File: src/rtl/atm_pkg.sv
// Shared constants for the crypto ATM keyboard path: input styles, status
// codes, menu/currency encodings, ASCII key codes and small key classifiers.
package atm_pkg;

  // Input styles the ATM main FSM can request from the key collector.
  typedef enum logic [3:0] {
    STYLE_NONE      = 4'd0,
    SINGLE_KEY      = 4'd1,
    ACC_NUMBER      = 4'd2,
    PIN_NUMBER      = 4'd3,
    MENU_SELECTION  = 4'd4,
    CURRENCY_TYPE   = 4'd5,
    CURRENCY_AMOUNT = 4'd6
  } input_style_t;

  // Status codes reported alongside a finished entry.
  localparam logic [3:0] STATUS_NONE           = 4'b0000;
  localparam logic [3:0] STATUS_EXIT           = 4'b0111;
  localparam logic [3:0] STATUS_INPUT_COMPLETE = 4'b1000;
  localparam logic [3:0] STATUS_INPUT_TIMEOUT  = 4'b1001;

  // Main menu selections.
  typedef enum logic [1:0] {
    MENU_BALANCE  = 2'd0,
    MENU_CONVERT  = 2'd1,
    MENU_WITHDRAW = 2'd2,
    MENU_TRANSFER = 2'd3
  } menu_t;

  // Supported currencies.
  typedef enum logic [2:0] {
    CUR_USD = 3'd0,
    CUR_BTC = 3'd1,
    CUR_ETH = 3'd2,
    CUR_XRP = 3'd3,
    CUR_LTC = 3'd4
  } currency_t;

  // Collector FSM states.
  typedef enum logic [1:0] {
    ST_IDLE    = 2'd0,
    ST_COLLECT = 2'd1,
    ST_DONE    = 2'd2
  } collector_state_t;

  // ASCII codes produced by the PS/2 decoder that carry meaning here.
  localparam logic [7:0] KEY_BACKSPACE = 8'h08;
  localparam logic [7:0] KEY_ENTER     = 8'h0D;
  localparam logic [7:0] KEY_CLEAR     = 8'h2A;  // '*'
  localparam logic [7:0] KEY_0         = 8'h30;
  localparam logic [7:0] KEY_1         = 8'h31;
  localparam logic [7:0] KEY_5         = 8'h35;
  localparam logic [7:0] KEY_9         = 8'h39;
  localparam logic [7:0] KEY_B         = 8'h62;
  localparam logic [7:0] KEY_C         = 8'h63;
  localparam logic [7:0] KEY_EXIT      = 8'h71;  // 'q'
  localparam logic [7:0] KEY_T         = 8'h74;
  localparam logic [7:0] KEY_W         = 8'h77;

  // True for the style codes the collector knows how to serve.
  function automatic logic style_is_defined(input logic [3:0] style);
    return (style >= 4'd1) && (style <= 4'd6);
  endfunction

  // Styles whose keystrokes build up a BCD digit field.
  function automatic logic style_takes_digits(input input_style_t style);
    return (style == ACC_NUMBER) || (style == PIN_NUMBER) ||
           (style == CURRENCY_AMOUNT);
  endfunction

  function automatic logic is_decimal_key(input logic [7:0] key);
    return (key >= KEY_0) && (key <= KEY_9);
  endfunction

  function automatic logic is_menu_key(input logic [7:0] key);
    return (key == KEY_B) || (key == KEY_C) || (key == KEY_W) || (key == KEY_T);
  endfunction

  // Maps b/c/w/t onto the menu encoding; only meaningful when is_menu_key.
  function automatic menu_t menu_of_key(input logic [7:0] key);
    menu_t sel;
    sel = MENU_BALANCE;
    if (key == KEY_C) sel = MENU_CONVERT;
    if (key == KEY_W) sel = MENU_WITHDRAW;
    if (key == KEY_T) sel = MENU_TRANSFER;
    return sel;
  endfunction

  function automatic logic is_currency_key(input logic [7:0] key);
    return (key >= KEY_1) && (key <= KEY_5);
  endfunction

  // '1'..'5' map to USD..LTC; the low three ASCII bits are 1..5.
  function automatic currency_t currency_of_key(input logic [7:0] key);
    return currency_t'(key[2:0] - 3'd1);
  endfunction

endpackage

File: src/rtl/atm_digit_buffer.sv
// BCD digit shift register. A push shifts every nibble one place up and puts
// the new digit in [3:0]; a pop shifts everything back down, dropping the most
// recently typed digit. Pushing while full and popping while empty are ignored.
module atm_digit_buffer #(
  parameter int MAX_DIGITS = 8,
  parameter int CNT_W      = $clog2(MAX_DIGITS + 1)
) (
  input  logic                    clk,
  input  logic                    rst_n,
  input  logic                    clr,
  input  logic                    push,
  input  logic                    pop,
  input  logic [3:0]              digit,
  output logic [4*MAX_DIGITS-1:0] value,
  output logic [CNT_W-1:0]        count,
  output logic                    full,
  output logic                    empty
);

  logic [4*MAX_DIGITS-1:0] value_reg;
  logic [4*MAX_DIGITS-1:0] value_next;
  logic [CNT_W-1:0]        count_reg;
  logic [CNT_W-1:0]        count_next;
  logic                    do_push;
  logic                    do_pop;

  assign full  = (count_reg == CNT_W'(MAX_DIGITS));
  assign empty = (count_reg == '0);

  // Clear dominates; push and pop are never requested together by the top,
  // but push wins if they ever are.
  assign do_push = push && !full && !clr;
  assign do_pop  = pop && !empty && !clr && !push;

  // Per-nibble next-value mux: each nibble takes its lower neighbour on push
  // and its upper neighbour on pop.
  genvar gi;
  generate
    for (gi = 0; gi < MAX_DIGITS; gi++) begin : g_nibble
      logic [3:0] from_lower;
      logic [3:0] from_upper;

      if (gi == 0) begin : g_bottom
        assign from_lower = digit;
      end else begin : g_inner_lo
        assign from_lower = value_reg[4*(gi-1) +: 4];
      end

      if (gi == MAX_DIGITS - 1) begin : g_top
        assign from_upper = 4'd0;
      end else begin : g_inner_hi
        assign from_upper = value_reg[4*(gi+1) +: 4];
      end

      assign value_next[4*gi +: 4] = clr     ? 4'd0       :
                                     do_push ? from_lower :
                                     do_pop  ? from_upper :
                                               value_reg[4*gi +: 4];
    end
  endgenerate

  // Digit count follows the same clear/push/pop decisions as the nibbles.
  always_comb begin
    count_next = count_reg;
    if (clr) begin
      count_next = '0;
    end else if (do_push) begin
      count_next = count_reg + CNT_W'(1);
    end else if (do_pop) begin
      count_next = count_reg - CNT_W'(1);
    end
  end

  // Register the digit field and its count.
  always_ff @(posedge clk) begin
    if (!rst_n) begin
      value_reg <= '0;
      count_reg <= '0;
    end else begin
      value_reg <= value_next;
      count_reg <= count_next;
    end
  end

  assign value = value_reg;
  assign count = count_reg;

endmodule

File: src/rtl/atm_key_collector.sv
// Keyboard-entry collector for the crypto ATM. Armed by the main FSM for one
// input style, it turns decoded ASCII keystrokes into a BCD digit field, a menu
// selection or a currency choice, and holds the result until acknowledged.
module atm_key_collector
  import atm_pkg::*;
#(
  parameter int  MAX_DIGITS  = 8,
  parameter int  MIN_DIGITS  = 4,
  parameter int  TIMEOUT_CYC = 50000000,
  localparam int CNT_W       = $clog2(MAX_DIGITS + 1)
) (
  input  logic                    clk,
  input  logic                    rst_n,
  input  logic                    start,
  input  logic [3:0]              input_style,
  input  logic                    key_valid,
  input  logic [7:0]              key_code,
  input  logic                    done_ack,
  output logic                    busy,
  output logic                    done,
  output logic [3:0]              status_code,
  output logic [4*MAX_DIGITS-1:0] value_bcd,
  output logic [CNT_W-1:0]        digit_count,
  output logic [1:0]              usr_input,
  output logic [2:0]              currency_type,
  output logic                    key_reject
);

  localparam int TMR_W = $clog2(TIMEOUT_CYC);
  localparam logic [TMR_W-1:0] TIMER_LAST = TMR_W'(TIMEOUT_CYC - 1);

  collector_state_t state_reg, state_next;
  input_style_t     style_reg, style_next;
  logic [3:0]       status_reg, status_next;
  menu_t            usr_input_reg, usr_input_next;
  currency_t        currency_reg, currency_next;
  logic             sel_valid_reg, sel_valid_next;
  logic [TMR_W-1:0] timer_reg, timer_next;
  logic             key_reject_reg, key_reject_next;

  logic             buf_clr;
  logic             buf_push;
  logic             buf_pop;
  logic             buf_full;
  logic             buf_empty;
  logic             enter_ok;

  atm_digit_buffer #(
    .MAX_DIGITS (MAX_DIGITS),
    .CNT_W      (CNT_W)
  ) u_digit_buffer (
    .clk   (clk),
    .rst_n (rst_n),
    .clr   (buf_clr),
    .push  (buf_push),
    .pop   (buf_pop),
    .digit (key_code[3:0]),
    .value (value_bcd),
    .count (digit_count),
    .full  (buf_full),
    .empty (buf_empty)
  );

  // Decide whether Enter completes the entry for the latched style.
  always_comb begin
    enter_ok = 1'b0;
    case (style_reg)
      SINGLE_KEY:      enter_ok = 1'b1;
      ACC_NUMBER,
      PIN_NUMBER:      enter_ok = (digit_count >= CNT_W'(MIN_DIGITS));
      CURRENCY_AMOUNT: enter_ok = !buf_empty;
      MENU_SELECTION,
      CURRENCY_TYPE:   enter_ok = sel_valid_reg;
      default:         enter_ok = 1'b0;
    endcase
  end

  // Next-state, key classification and timer logic.
  always_comb begin
    state_next      = state_reg;
    style_next      = style_reg;
    status_next     = status_reg;
    usr_input_next  = usr_input_reg;
    currency_next   = currency_reg;
    sel_valid_next  = sel_valid_reg;
    timer_next      = timer_reg;
    key_reject_next = 1'b0;
    buf_clr         = 1'b0;
    buf_push        = 1'b0;
    buf_pop         = 1'b0;

    unique case (state_reg)
      ST_IDLE: begin
        // Keys are ignored here; only a start with a known style arms us.
        if (start && style_is_defined(input_style)) begin
          state_next     = ST_COLLECT;
          style_next     = input_style_t'(input_style);
          status_next    = STATUS_NONE;
          sel_valid_next = 1'b0;
          timer_next     = '0;
          buf_clr        = 1'b1;
        end
      end

      ST_COLLECT: begin
        if (key_valid) begin
          // Any keystroke, accepted or not, counts as user activity.
          timer_next = '0;
          if (key_code == KEY_EXIT) begin
            status_next = STATUS_EXIT;
            state_next  = ST_DONE;
          end else if (key_code == KEY_ENTER) begin
            if (enter_ok) begin
              status_next = STATUS_INPUT_COMPLETE;
              state_next  = ST_DONE;
            end else begin
              key_reject_next = 1'b1;
            end
          end else if (style_takes_digits(style_reg) && is_decimal_key(key_code)) begin
            // A full field refuses further digits rather than wrapping.
            if (buf_full) begin
              key_reject_next = 1'b1;
            end else begin
              buf_push = 1'b1;
            end
          end else if (key_code == KEY_BACKSPACE) begin
            // Backspace on an empty field is silently a no-op.
            buf_pop = !buf_empty;
          end else if (key_code == KEY_CLEAR) begin
            buf_clr = 1'b1;
          end else if ((style_reg == MENU_SELECTION) && is_menu_key(key_code)) begin
            usr_input_next = menu_of_key(key_code);
            sel_valid_next = 1'b1;
          end else if ((style_reg == CURRENCY_TYPE) && is_currency_key(key_code)) begin
            currency_next  = currency_of_key(key_code);
            sel_valid_next = 1'b1;
          end else begin
            key_reject_next = 1'b1;
          end
        end else if (timer_reg == TIMER_LAST) begin
          status_next = STATUS_INPUT_TIMEOUT;
          state_next  = ST_DONE;
        end else begin
          timer_next = timer_reg + TMR_W'(1);
        end
      end

      ST_DONE: begin
        // Result is frozen; start is ignored even alongside done_ack.
        if (done_ack) begin
          state_next  = ST_IDLE;
          status_next = STATUS_NONE;
        end
      end

      default: begin
        state_next = ST_IDLE;
      end
    endcase
  end

  // State and result registers; reset discards any partial entry.
  always_ff @(posedge clk) begin
    if (!rst_n) begin
      state_reg      <= ST_IDLE;
      style_reg      <= STYLE_NONE;
      status_reg     <= STATUS_NONE;
      usr_input_reg  <= MENU_BALANCE;
      currency_reg   <= CUR_USD;
      sel_valid_reg  <= 1'b0;
      timer_reg      <= '0;
      key_reject_reg <= 1'b0;
    end else begin
      state_reg      <= state_next;
      style_reg      <= style_next;
      status_reg     <= status_next;
      usr_input_reg  <= usr_input_next;
      currency_reg   <= currency_next;
      sel_valid_reg  <= sel_valid_next;
      timer_reg      <= timer_next;
      key_reject_reg <= key_reject_next;
    end
  end

  assign busy          = (state_reg == ST_COLLECT);
  assign done          = (state_reg == ST_DONE);
  assign status_code   = status_reg;
  assign usr_input     = usr_input_reg;
  assign currency_type = currency_reg;
  assign key_reject    = key_reject_reg;

endmodule
File: config.mk
export PLATFORM = sky130hd
export DESIGN_NAME = atm_key_collector
export DESIGN_NICKNAME = d
export VERILOG_FILES = /design/src/rtl/atm_pkg.sv /design/src/rtl/atm_digit_buffer.sv /design/src/rtl/atm_key_collector.sv
export SDC_FILE = /design/constraint.sdc
export NUM_CORES = 1
export LEC_CHECK = 0
export BUFFER_PORTS_ARGS = -buffer_cell sky130_fd_sc_hd__buf_4
export CAP_MARGIN = 40
export CORE_MARGIN = 2
export CORE_UTILIZATION = 50
export DETAILED_ROUTE_END_ITERATION = 8
export HOLD_SLACK_MARGIN = 0.08
export MAX_ROUTING_LAYER = met4
export PLACE_DENSITY = 0.72
export SETUP_SLACK_MARGIN = 0.4
export SYNTH_ARGS = -nofsm -noshare
export SYNTH_HDL_FRONTEND = slang
export SYNTH_SLANG_ARGS = --single-unit
export TNS_END_PERCENT = 10
File: constraint.sdc
create_clock -name clk -period 5.3 [get_ports clk]
set_clock_uncertainty 0.2 [all_clocks]
set_input_delay 0.53 -clock clk [delete_from_list [all_inputs] [get_ports clk]]
set_output_delay 0.53 -clock clk [all_outputs]
set_load 0.05 [all_outputs]
==> reports/summary.txt, run 1 <==
status - finished, final reports clean
post-route ant nets - 0
final cell count without fillers - 643
gpl congestion - 1.02
vias in the first global route - 3400
# Post-CTS Setup Buffers - 0
Worst R2R End - u_digit_buffer.count[3]$_SDFFE_PP0P_
Wirelength per Cell - 14.4 um
Post-Place Cells - 627
CTS tree - yes
critical path peak fanout - 6
DRC - 0
Tcrit/Tclk final - 58.8%
critical path arrival - 3210 ps
syn avg cell area - 8.27 sq um
final-report hold violation count - 0
hold endpoint - style_reg[2]$_SDFFE_PN0P_
P_leak - 1.70 nW
max-cap check violation count - 0
Mapped Nets - 513
Die Y - 93.5 um
Core ar. - 0.00777 sq mm
slew at the pin closest to its max-slew limit - 835 ps
fin crit period - 3110 ps
Synth-to-Final Area Change - 18.8%
ranking of synthesized cells by area - dfxtp_1, nand2_1, nor2_1, a311oi_1, xnor2_1
number of flops mapped to enable cells by yosys - 0
Setup Viol. Count Final - 0
RSZ-0062 raised after global routing - no
routed vias/inst - 5.64
asr flop ratio synth - 0%
power density cells - 290 mW/mm^2
Setup CP Type - input port to register
max FFs per register - 32
total power - 1.38 mW
FF-to-FF setup slack - 2270 ps
Yosys top cell area share - 39.0%
layout cells sized above 1 - 17.9%
Num CTS Buffers - 9
r2r worst-path depth - 11
synth warn - 0
first-pass GRT wire length - 16000 um
DRT iter0 DRCs - 133
initial antenna violation count - 0
DR vias - 3626
worst r2r src - state_reg[0]$_SDFFE_PN0P_
most frequent cell after synthesis - nand2_1
FMAX - 321 MHz
Routed WL - 9250 um
I/O Buffers - 64
worst path bufs/invs - 2
Post-Synthesis Cells - 485
I/O pin count - 65
total congestion overflow - 0
Max Root-Sink Buffers - 2
clock sink total - 78
worst skew pair latency - 350 ps
Crit-path slowest cell - a2111oi_4
hold_sp - input_style[2]
Hold Path Depth - 3
fill cell count - 699
root buf cell - clkbuf_8
post-CTS resize count - 0
Hold Path Class - input port to register
CTS H-Tree Depth - 3
CP Launch Type - input port
fin nets - 564
critical-path cell list - buf_4 -> inv_1 -> ha_1 -> o21bai_1 -> a2111oi_4 -> nand4_1 -> ha_1 -> a31o_2 -> nand3_1 -> mux2i_1 -> a211o_1 -> nand2_1
cell taking the most area after synthesis - dfxtp_1
crit-path leading delay family - compound AO/OA/AOI/OAI gates
Initial Util - 51.6%
final instance area - 0.00476 sq mm
FP Rows - 32
DP Wirelength - 6650 um
GRT Total Usage - 23.3%
clk slew on worst S/H paths - 80 ps
synth unique cells - 59
Synth top cells by count - nand2_1, dfxtp_1, nor2_1
setup_tns - 0 ps
worst vdd ir - 0.394 mV
Slew headroom - 44.2%
DR pass1 iterations - 5
Die Wd - 93.5 um
n_diodes - 0
Hold-fix buffers, CTS - 0
synthesized flop and latch total - 78
Cell Area, Placed - 0.00457 sq mm
area of the die - 0.00875 sq mm
worst path required time - 5400 ps
Syn Std Cell Area - 0.00401 sq mm
fin. max-slew vios - 0
crit path capture type - register
Synth Flop Type - dfxtp_1
sequential fraction of the synthesis area - 39.0%
largest net degree at the start of global routing - 62
crit-path max cell delay - 490 ps
Finished Core Util - 61.3%
most used cell, CP - ha_1
-- cell families after synthesis --
logic type / share of synthesized area, %
AND/OR/NAND/NOR: 29.4
flip-flops: 39.0
AO/OA/AOI/OAI: 14.5
buffers and inverters: 4.62
XOR/XNOR: 5.90
multiplexers: 3.28
adder cells (fa/ha/maj): 3.43
-- worst max-delay path by stage --
stage / from / endpoint / slack (ps) / depth (start not counted)
3_3_place_gp: key_code[1] / u_digit_buffer.count[3]$_SDFFE_PP0P_ / 1880 / 9
2_1_floorplan: state_reg[1]$_SDFFE_PN0P_ / u_digit_buffer.count[3]$_SDFFE_PP0P_ / 2280 / 12
3_5_place_dp: key_code[1] / u_digit_buffer.count[3]$_SDFFE_PP0P_ / 1860 / 12
6_report: key_code[1] / u_digit_buffer.count[3]$_SDFFE_PP0P_ / 2190 / 12
5_1_grt: key_code[1] / u_digit_buffer.count[3]$_SDFFE_PP0P_ / 1980 / 12
4_1_cts: key_code[1] / u_digit_buffer.count[3]$_SDFFE_PP0P_ / 2200 / 12
-- per-layer routing --
layer	routed length, um	vias up	track usage, %
met3	450	14	5.08
li1	-	1829	-
met4	143	0	6.64
met2	4420	95	37.6
met5	0	-	-
met1	4230	1688	29.6
-- placed cells by master (no fill, tap or decap), drive strengths merged, types with 3 or more instances in the layout --
cell    count
a211oi      4
a21boi      4
a21oi       4
a22oi       4
a311oi     26
a31o        3
and2        4
and3        6
and4        3
buf        69
clkbuf      9
dfxtp      78
ha         11
inv        17
mux2i      12
nand2      81
nand2b      5
nand3      16
nand4       8
nor2       67
nor2b       7
nor3       15
nor3b       3
nor4        7
o211a       3
o21ai       8
or3         5
or4b        5
xnor2      19
xor2        8
-- area by class of cell --
class | instances | area, sq um | area share [%]
clock buffers | 9 | 124 | 2.60
clock inverters | 7 | 72.6 | 1.52
inverters | 15 | 56.3 | 1.18
flip-flops and latches | 78 | 1560 | 32.8
repair buffers | 69 | 531 | 11.1
well taps | 102 | 128 | 2.68
multi-input cells | 363 | 2290 | 48.1
-- power breakdown --
group,total (mW),internal [mW],switching (mW)
combinational,0.317,0.117,0.200
sequential,0.615,0.602,0.0129
clock,0.451,0.219,0.232
-- tightest hold or removal path, delay by kind of cell --
kind	cells	cell delay, ps
and+or+nand+nor	1	90
muxes	1	60
buffers and inverters	1	100
-- stage by stage --
stage | hold slack (ps) | setup slack [ps]
floorplan | 252 | 2280
global placement | 254 | 1880
detailed placement | 263 | 1860
CTS | 248 | 2200
global route | 272 | 1980
finish | 262 | 2190
(Power assumes the default switching activity.)
==> inputs of run 2 (changes only) <==
Clock period 5.3 ns to 3.06 ns, I/O delays scaled along.
==> reports/summary.txt, run 2 (synthesis results as in run 1) <==
Comb pwr share - 23.5%
root buf cell - clkbuf_8
initial antenna violation count - 0
CTS H-Tree Depth - 3
FP Rows - 32
setup_tns - 0 ps
DR vias - 3714
Die Wd - 93.5 um
clk slew on worst S/H paths - 90 ps
Routed WL - 9620 um
n_diodes - 0
DRT iter0 DRCs - 149
Num CTS Buffers - 9
Most Used Layer, Global Route - met2
Max Root-Sink Buffers - 2
Slew headroom - 60.2%
CP Launch Type - register
Core ar. - 0.00777 sq mm
I/O Buffers - 64
layout cells sized above 1 - 20.7%
first-pass GRT wire length - 16500 um
Setup CP Type - register to register
total congestion overflow - 0
crit path capture type - register
status - finished, final reports clean
critical path arrival - 2740 ps
area of the die - 0.00875 sq mm
GRT Total Usage - 24.0%
worst skew pair latency - 350 ps
final-report hold violation count - 0
Finished Core Util - 63.7%
fin. max-slew vios - 0
worst path required time - 3120 ps
worst vdd ir - 0.525 mV
met3 GRT Util - 5.24%
Power Internal - 1.76 mW
Synth-to-Final Area Change - 23.5%
FF+latch area - 0.00156 sq mm
max-cap check violation count - 0
Wirelength per Cell - 14.7 um
part of the power in registers - 41.7%
CTS tree - yes
gpl congestion - 0.886
critical path peak fanout - 6
fin nets - 574
sw frac - 31.5%
Tcrit/Tclk final - 87.6%
RSZ-0062 raised after global routing - yes
Initial Util - 51.6%
routed vias/inst - 5.69
slew at the pin closest to its max-slew limit - 591 ps
commonest non-fill, non-tap cell in the layout - nand2_1
post-route ant nets - 0
FMAX - 373 MHz
fill cell count - 713
clock share of power - 34.8%
DP Wirelength - 6750 um
Psw - 808 uW
vias in the first global route - 3462
Hold Path Class - input port to register
GRT met1 Usage - 31.1%
most frequent cells in the layout - nand2_1, dfxtp_1, buf_4
DRC - 0
power density cells - 519 mW/mm^2
Die Y - 93.5 um
I/O pin count - 65
P_leak - 1.77 nW
r2r worst-path depth - 11
max FFs per register - 32
area of the multi-input gates - 0.00235 sq mm
DR pass1 iterations - 4
fin crit period - 2680 ps
Hold Path Depth - 3
clock sink total - 78
largest net degree at the start of global routing - 51
met2 global-route usage - 38.2%
Setup Viol. Count Final - 0
==> run 2: power groups by stage <==
stage	clock, mW	sequential, mW	combinational [mW]
2_1_floorplan	0	1.11	0.456
3_3_place_gp	0	1.09	0.568
3_5_place_dp	0	1.09	0.576
4_1_cts	0.912	1.07	0.599
5_1_grt	0.953	1.07	0.658
6_report	0.893	1.07	0.603
==> run 2: layer usage <==
metal,routed length (um),up-vias
li1,-,1837
met1,4470,1779
met2,4610,94
met3,448,4
met4,91,0
met5,0,-
==> run 2: worst max-delay path, stage by stage, from the launching register on <==
cell	delay [ps]
dfxtp_1	350
inv_1	150
ha_4	180
nand3b_1	130
or3_4	370
nand4_1	120
buf_4	140
xor2_1	180
ha_1	200
nor3_1	50
or4b_1	460
o31ai_1	70
==> run 2: per-stage QoR <==
step / cell area (sq um) / hold slack [ps] / total power, mW / worst slack [ps] / std cells
2_1_floorplan: 4060 / 269 / 1.56 / 404 / 485
3_3_place_gp: 4650 / 248 / 1.66 / 234 / 632
3_5_place_dp: 4650 / 270 / 1.67 / 88.9 / 632
4_1_cts: 4930 / 81.5 / 2.58 / 415 / 652
5_1_grt: 4950 / 91.1 / 2.69 / 230 / 653
6_report: 4950 / 88.9 / 2.57 / 379 / 653
==> run 2: path summary, 6_finish.rpt <==
check | start | endpoint | slack, ps
max | state_reg[1]$_SDFFE_PN0P_ | u_digit_buffer.count[2]$_SDFFE_PP0P_ | 380
min | key_code[0] | currency_type[0]$_SDFFE_PN0P_ | 90
max reg2reg | state_reg[1]$_SDFFE_PN0P_ | u_digit_buffer.count[2]$_SDFFE_PP0P_ | 380
min reg2reg | usr_input[1]$_SDFFE_PN0P_ | usr_input[1]$_SDFFE_PN0P_ | 280
==> run 2: cell type report <==
class,count,area share (%)
multi-input combinational,363,47.5
inverter,15,1.14
timing repair buffer,79,12.6
clock inverter,7,2.07
sequential,78,31.6
clock buffer,9,2.50
tap,102,2.58
==> run 2: timing repair <==
item,in CTS,in global routing
pin swaps,1,1
buffers inserted,1,1
hold buffers,3,0
gates resized for setup,2,3
endpoints found under the setup margin,1,8
cloned,0,0
endpoints found under the hold margin,3,0
